**src/rtl/drain_counter.sv**
```systemverilog
// Down-counting token drain armed by load; issues LOAD_VAL tokens over valid/ready, pulses done when exhausted.
// Latency: tok_valid one edge after load is sampled. Backpressure: tok_ready=0 holds cnt/tok_valid indefinitely. Optional: DRAIN_RELOAD_EN.
module drain_counter #(
  parameter int unsigned WIDTH    = 4,
  parameter int unsigned LOAD_VAL = 15
) (
  input  logic             clk,
  input  logic             rst,
  input  logic             load,
  input  logic             tok_ready,
  output logic             tok_valid,
  output logic [WIDTH-1:0] cnt,
  output logic             empty,
  output logic             busy,
  output logic             done
);

  typedef enum logic [1:0] {
    IDLE  = 2'd0,
    DRAIN = 2'd1,
    DONE  = 2'd2
  } state_t;

  localparam logic [WIDTH-1:0] LOAD_CNT = WIDTH'(LOAD_VAL);
  localparam logic [WIDTH-1:0] ONE      = WIDTH'(1);

  state_t state;

  assign empty = (cnt == '0);

  always_ff @(posedge clk or posedge rst) begin
    if (rst) begin
      state     <= IDLE;
      cnt       <= '0;
      tok_valid <= 1'b0;
      busy      <= 1'b0;
      done      <= 1'b0;
    end else begin
      case (state)
        IDLE: begin
          done <= 1'b0;
          if (load) begin
            cnt       <= LOAD_CNT;
            state     <= DRAIN;
            tok_valid <= 1'b1;
            busy      <= 1'b1;
          end
        end

        DRAIN: begin
`ifdef DRAIN_RELOAD_EN
          // Reload takes priority: a coincident accept is not decremented.
          if (load) begin
            cnt <= LOAD_CNT;
          end else if (tok_valid && tok_ready) begin
`else
          if (tok_valid && tok_ready) begin
`endif
            cnt <= cnt - ONE;
            if (cnt == ONE) begin
              state     <= DONE;
              tok_valid <= 1'b0;
              busy      <= 1'b0;
              done      <= 1'b1;
            end
          end
        end

        DONE: begin
          done <= 1'b0;
          if (load) begin
            cnt       <= LOAD_CNT;
            state     <= DRAIN;
            tok_valid <= 1'b1;
            busy      <= 1'b1;
          end else begin
            state <= IDLE;
          end
        end

        default: begin
          state     <= IDLE;
          cnt       <= '0;
          tok_valid <= 1'b0;
          busy      <= 1'b0;
          done      <= 1'b0;
        end
      endcase
    end
  end

endmodule

```
**config.mk**
```make
export PLATFORM = sky130hd
export DESIGN_NAME = drain_counter
export DESIGN_NICKNAME = d
export VERILOG_FILES = /design/src/rtl/drain_counter.sv
export SDC_FILE = /design/constraint.sdc
export NUM_CORES = 1
export LEC_CHECK = 0
export BUFFER_PORTS_ARGS = -buffer_cell sky130_fd_sc_hd__buf_2
export CAP_MARGIN = 5
export CORE_AREA = 2 2 39 41
export CTS_CLUSTER_DIAMETER = 30
export DETAILED_ROUTE_END_ITERATION = 7
export DIE_AREA = 0 0 41 43
export GPL_ROUTABILITY_DRIVEN = 0
export GPL_TIMING_DRIVEN = 0
export SLEW_MARGIN = 20
export SYNTH_ARGS = -nofsm -noshare
export SYNTH_HDL_FRONTEND = slang
export SYNTH_SLANG_ARGS = --single-unit
```
**constraint.sdc**
```tcl
create_clock -name clk -period 2.2 [get_ports clk]
set_input_delay 0.11 -clock clk [delete_from_list [all_inputs] [get_ports clk]]
set_output_delay 0.11 -clock clk [all_outputs]
set_load 0.01 [all_outputs]
```
After elaboration in Yosys (flattened, before gate mapping) --
Cells that the tools add are included. W data, S select, Z words.
Storage, ports and cells: flip-flop bits (word level) 8, input port bits 4, output and inout port bits 8
Operators by class: add/sub/neg operators 1, equal/unequal tests 7, muxes and demuxes 15, reduce and logical (&&, ||, !) cells 8
Operators with widths (number):
- $mux W4 | 2
- $pmux W4 S2 | 1
- $mux W1 | 7
- $mux W2 | 3
- $ne A2 B2 Y1 const B | 3
- $pmux W2 S3 | 1
- $reduce_and A3 Y1 | 2
- $eq A4 B1 Y1 const B | 1
- $logic_not A4 Y1 | 1
- $reduce_and A2 Y1 | 2
- $sub A4 B1 Y4 const B | 1
- $eq A2 B1 Y1 const B | 1
- $eq A2 B2 Y1 const B | 1
- $logic_not A2 Y1 | 1
- $ne A2 B1 Y1 const B | 1
- $pmux W1 S2 | 1
- $reduce_or A2 Y1 | 1
- $logic_and A1 B1 Y1 | 1

Longest topological paths before layout --
depth after elaboration 4, mapped depth 5, gate-level depth less buffers 5

Worst setup path before layout --
Ideal clock, no wire load.
kind register to register, start point register cnt[0], end point register cnt[2], library setup time 0.121 ns, data arrival time 1.017 ns, required time 2.079 ns, setup slack 1.062 ns, stages on the path, launching flop included 6, path buffers 0, cells stage by stage dfrtp_1 -> inv_1 -> ha_1 -> nand3_1 -> a21oi_1 -> o22a_1
Between the ends: cells in the longest elaborated chain, start to end 3
RTL lines:
- start, declared | RTL line 12 | output logic [WIDTH-1:0] cnt,
- start signal, assigned | RTL line 59 | cnt <= cnt - ONE;
- $sub A4 B1 Y4 | RTL line 59
- $mux W4 | RTL line 57 | if (tok_valid && tok_ready) begin
- $pmux W4 S2 | RTL line 39 | case (state)
Every way passes these cells. The select of a mux whose other input is x is not followed. A chain may end at the register's enable or synchronous reset.

Worst setup path after layout --
start point register cnt[3], end point output port empty
Between the ends: cells in the longest elaborated chain, start to end 1
RTL lines:
- $logic_not A4 Y1 | RTL line 29 | assign empty = (cnt == '0);
- end, declared | RTL line 13 | output logic empty,
Every way passes these cells.

==> flow_metrics.env <==
export IMPL_timing_rr_end="cnt[2]"
export IMPL_min_delay_start="load"
export IMPL_drt_iter0_drc=14
export IMPL_seqCellArea_um2=200
export IMPL_worst_ep_arrival_time_ns=1.20
export IMPL_worst_slew_pin_transition_ns=0.320
export IMPL_placed_cells_incl_taps=74
export IMPL_post_cts_resized=0
export IMPL_ys_flop_type="dfrtp_1"
export IMPL_core_area_mm2=0.00138
export IMPL_ys_ff_latch=8
export IMPL_ys_types=23
export IMPL_required_ns=2.09
export IMPL_outcome="completed"
export IMPL_synth_common_cells="dfrtp_1 (8), a21oi_1 (6), inv_1 (4)"
export IMPL_layout_cells_non_filler=78
export IMPL_crit_path_end_kind="output port"
export IMPL_vias=413
export IMPL_initial_utilization_pct=33.0
export IMPL_multiInputGateArea_um2=218
export IMPL_maxCapViolations=0
export IMPL_die_area_mm2=0.00176
export IMPL_totalWireLength_um=936
export IMPL_power_density_mw_per_mm2=515
export IMPL_maxSlewViolCount=0
export IMPL_synth_top_family_by_area="compound AO/OA/AOI/OAI gates"
export IMPL_grt_usage_pct=14.1
export IMPL_placed_cell_area_um2=532
export IMPL_drtPass1Iterations=4
export IMPL_fp_dieW_um=41
export IMPL_utilization_pct=40.8
export IMPL_fin_crit_sh_pct=59.4
export IMPL_finalNetCount=71
export IMPL_peakVddDrop_uv=190
export IMPL_synth_top_area_cell="dfrtp_1"
export IMPL_slew_headroom_pct=78.7
export IMPL_synthArstFlopShare_pct=100
export IMPL_antenna_found_initial=0
export IMPL_grt_setup_unrepaired="false"
export IMPL_antennaDiodeCount=0
export IMPL_grt_pass1_wl_mm=1.64
export IMPL_clk_pin_slew_ns=0.05
export IMPL_setup_viol=0
export IMPL_viasPerCell=5.29
export IMPL_root_buffer="clkbuf_4"
export IMPL_drc=0
export IMPL_synth_avg_cell_area_um2=9.72
export IMPL_synth_xor_area_share_pct=0
export IMPL_clk_latency_ns=0.25
export IMPL_total_power_uw=291
export IMPL_die_y_um=43
export IMPL_numCtsBuffers=3
export IMPL_synth_area_um2=457
export IMPL_fin_area_um2=564
export IMPL_synth_compound_gate_area_share_pct=22.2
export IMPL_grt_overflow_total=0
export IMPL_worst_slack_ns=0.894
export IMPL_htreeDepth=1
export IMPL_synth_top_area_share_pct=43.8
export IMPL_synth_adder_area_share_pct=8.22
export IMPL_critPathKind="flop to output port"
export IMPL_fin_skew_ns=0.000327
export IMPL_startpoint="cnt[3]"
export IMPL_wl_per_cell_um=12.0
export IMPL_cts_sinks=8
export IMPL_ff2ff_setup_slack_ns=1.04
export IMPL_post_cts_buffers=0
export IMPL_ant_nets=0
export IMPL_critPathLaunchType="flop"
export IMPL_hold_slack_ns=0.126
export IMPL_drive_above_1_share_pct=32.3
export IMPL_crit_end="empty"
export IMPL_ys_warn_count=0
export IMPL_path_max_fanout=5
export IMPL_hold_path_class="primary input to flop"
export IMPL_hold_violations=0
export IMPL_io_pins=12
export IMPL_r2r_start="cnt[0]"
export IMPL_synth_nets=54
export IMPL_cts_path_max_buffers=2
export IMPL_worstRegToRegCells=5
export IMPL_cts_tree="built"
export IMPL_syn_inst=47
export IMPL_rows=14
export IMPL_synth_area_leaders="dfrtp_1 (44%), ha_1 (8.2%), a21oi_1 (6.6%), o22a_1 (5.8%), inv_1 (3.3%)"
export IMPL_grt_pass1_vias=372
export IMPL_nFillCells=144
export IMPL_yosys_area_share_simple_pct=17.3
export IMPL_synth_edff_count=0
export IMPL_place_ws_ns=1.06
export IMPL_fin_tns_setup_ns=0
export IMPL_p_leak_nw=0.295
export IMPL_port_buffers=11
export IMPL_grt_max_degree=10
export IMPL_synthMuxAreaShare_pct=0
export IMPL_syn2layout_area_growth_pct=23.6
export IMPL_yosysMostFrequentCell="dfrtp_1"
export IMPL_min_period_ns=1.31
export IMPL_fmax_ghz=0.766
export IMPL_dp_hpwl_um=696
export IMPL_yosysSeqAreaShare_pct=43.8
## per-layer routing
layer	GRT usage, %	up-vias	part of all wire [%]
met1	18.4	199	44
met5	0	-	0
met3	4.71	2	3.8
met2	19.4	15	50
li1	-	197	-
met4	8.00	0	1.4
## placed cells by master, fill, tap and decap left out
| cell | netlist | layout |
|---|---|---|
| a211oi_1 | 1 | 1 |
| a21oi_1 | 6 | 6 |
| a31o_2 | 1 | 1 |
| a31oi_1 | 2 | 2 |
| and2_1 | 1 | 1 |
| and2_4 | 1 | 1 |
| and3_1 | 1 | 1 |
| and4_4 | 1 | 1 |
| buf_2 | 1 | 12 |
| buf_4 | 1 | 1 |
| buf_6 | 1 | 1 |
| clkbuf_4 | 0 | 3 |
| dfrtp_1 | 8 | 8 |
| dlygate4sd3_1 | 0 | 1 |
| ha_1 | 3 | 3 |
| inv_1 | 4 | 4 |
| nand2_1 | 2 | 2 |
| nand2b_1 | 1 | 1 |
| nand3_1 | 1 | 1 |
| nor2_1 | 3 | 3 |
| nor2b_1 | 1 | 1 |
| nor3_1 | 2 | 2 |
| o22a_1 | 3 | 3 |
| o2bb2ai_1 | 1 | 1 |
| o31ai_1 | 1 | 1 |
## what timing repair did
item                                    in CTS  in global routing
endpoints found under the hold margin        8                  0
hold buffers                                 1                  0
endpoints found under the setup margin       0                  0
## flip-flops by register name (all words and copies together) (netlist names)
name	flops
cnt	4
state	2
busy	1
done	1
## power by group
part	leakage, nW	switching (mW)	internal (mW)
sequential	0.0996	0.00349	0.150
combinational	0.182	0.0140	0.0106
clock	0.0138	0.0500	0.0624
total	0.295	0.0674	0.223
## kinds of logic (layout without fill, tap and decap cells)
| family | after synthesis | in the layout |
|---|---|---|
| buf+inv | 7 | 22 |
| compound gates | 15 | 15 |
| flops | 8 | 8 |
| fa+ha+maj | 3 | 3 |
| simple gates | 14 | 14 |
## critical path: stages, from the launching register on
cell and delay [ns]:
dfrtp_1 0.42, nor2_1 0.25, and2_1 0.16, buf_2 0.12
## layout make-up
type	count	area share, %
plain buffers	3	4.21
clock buffers	3	3.99
multi-input cells	32	38.6
repair buffers	12	11.5
inverters	4	2.66
well taps	16	3.55
flip-flops and latches	8	35.5
## how the worst min path moves through the flow
| stage | to | cells past startpoint |
|---|---|---|
| 2_1_floorplan | busy | 1 |
| 3_5_place_dp | done | 2 |
| 5_1_grt | state[0] | 2 |
| 4_1_cts | state[0] | 2 |
| 3_3_place_gp | done | 2 |
| 6_report | state[0] | 2 |
No activity file was read; power rests on OpenSTA's default activity.
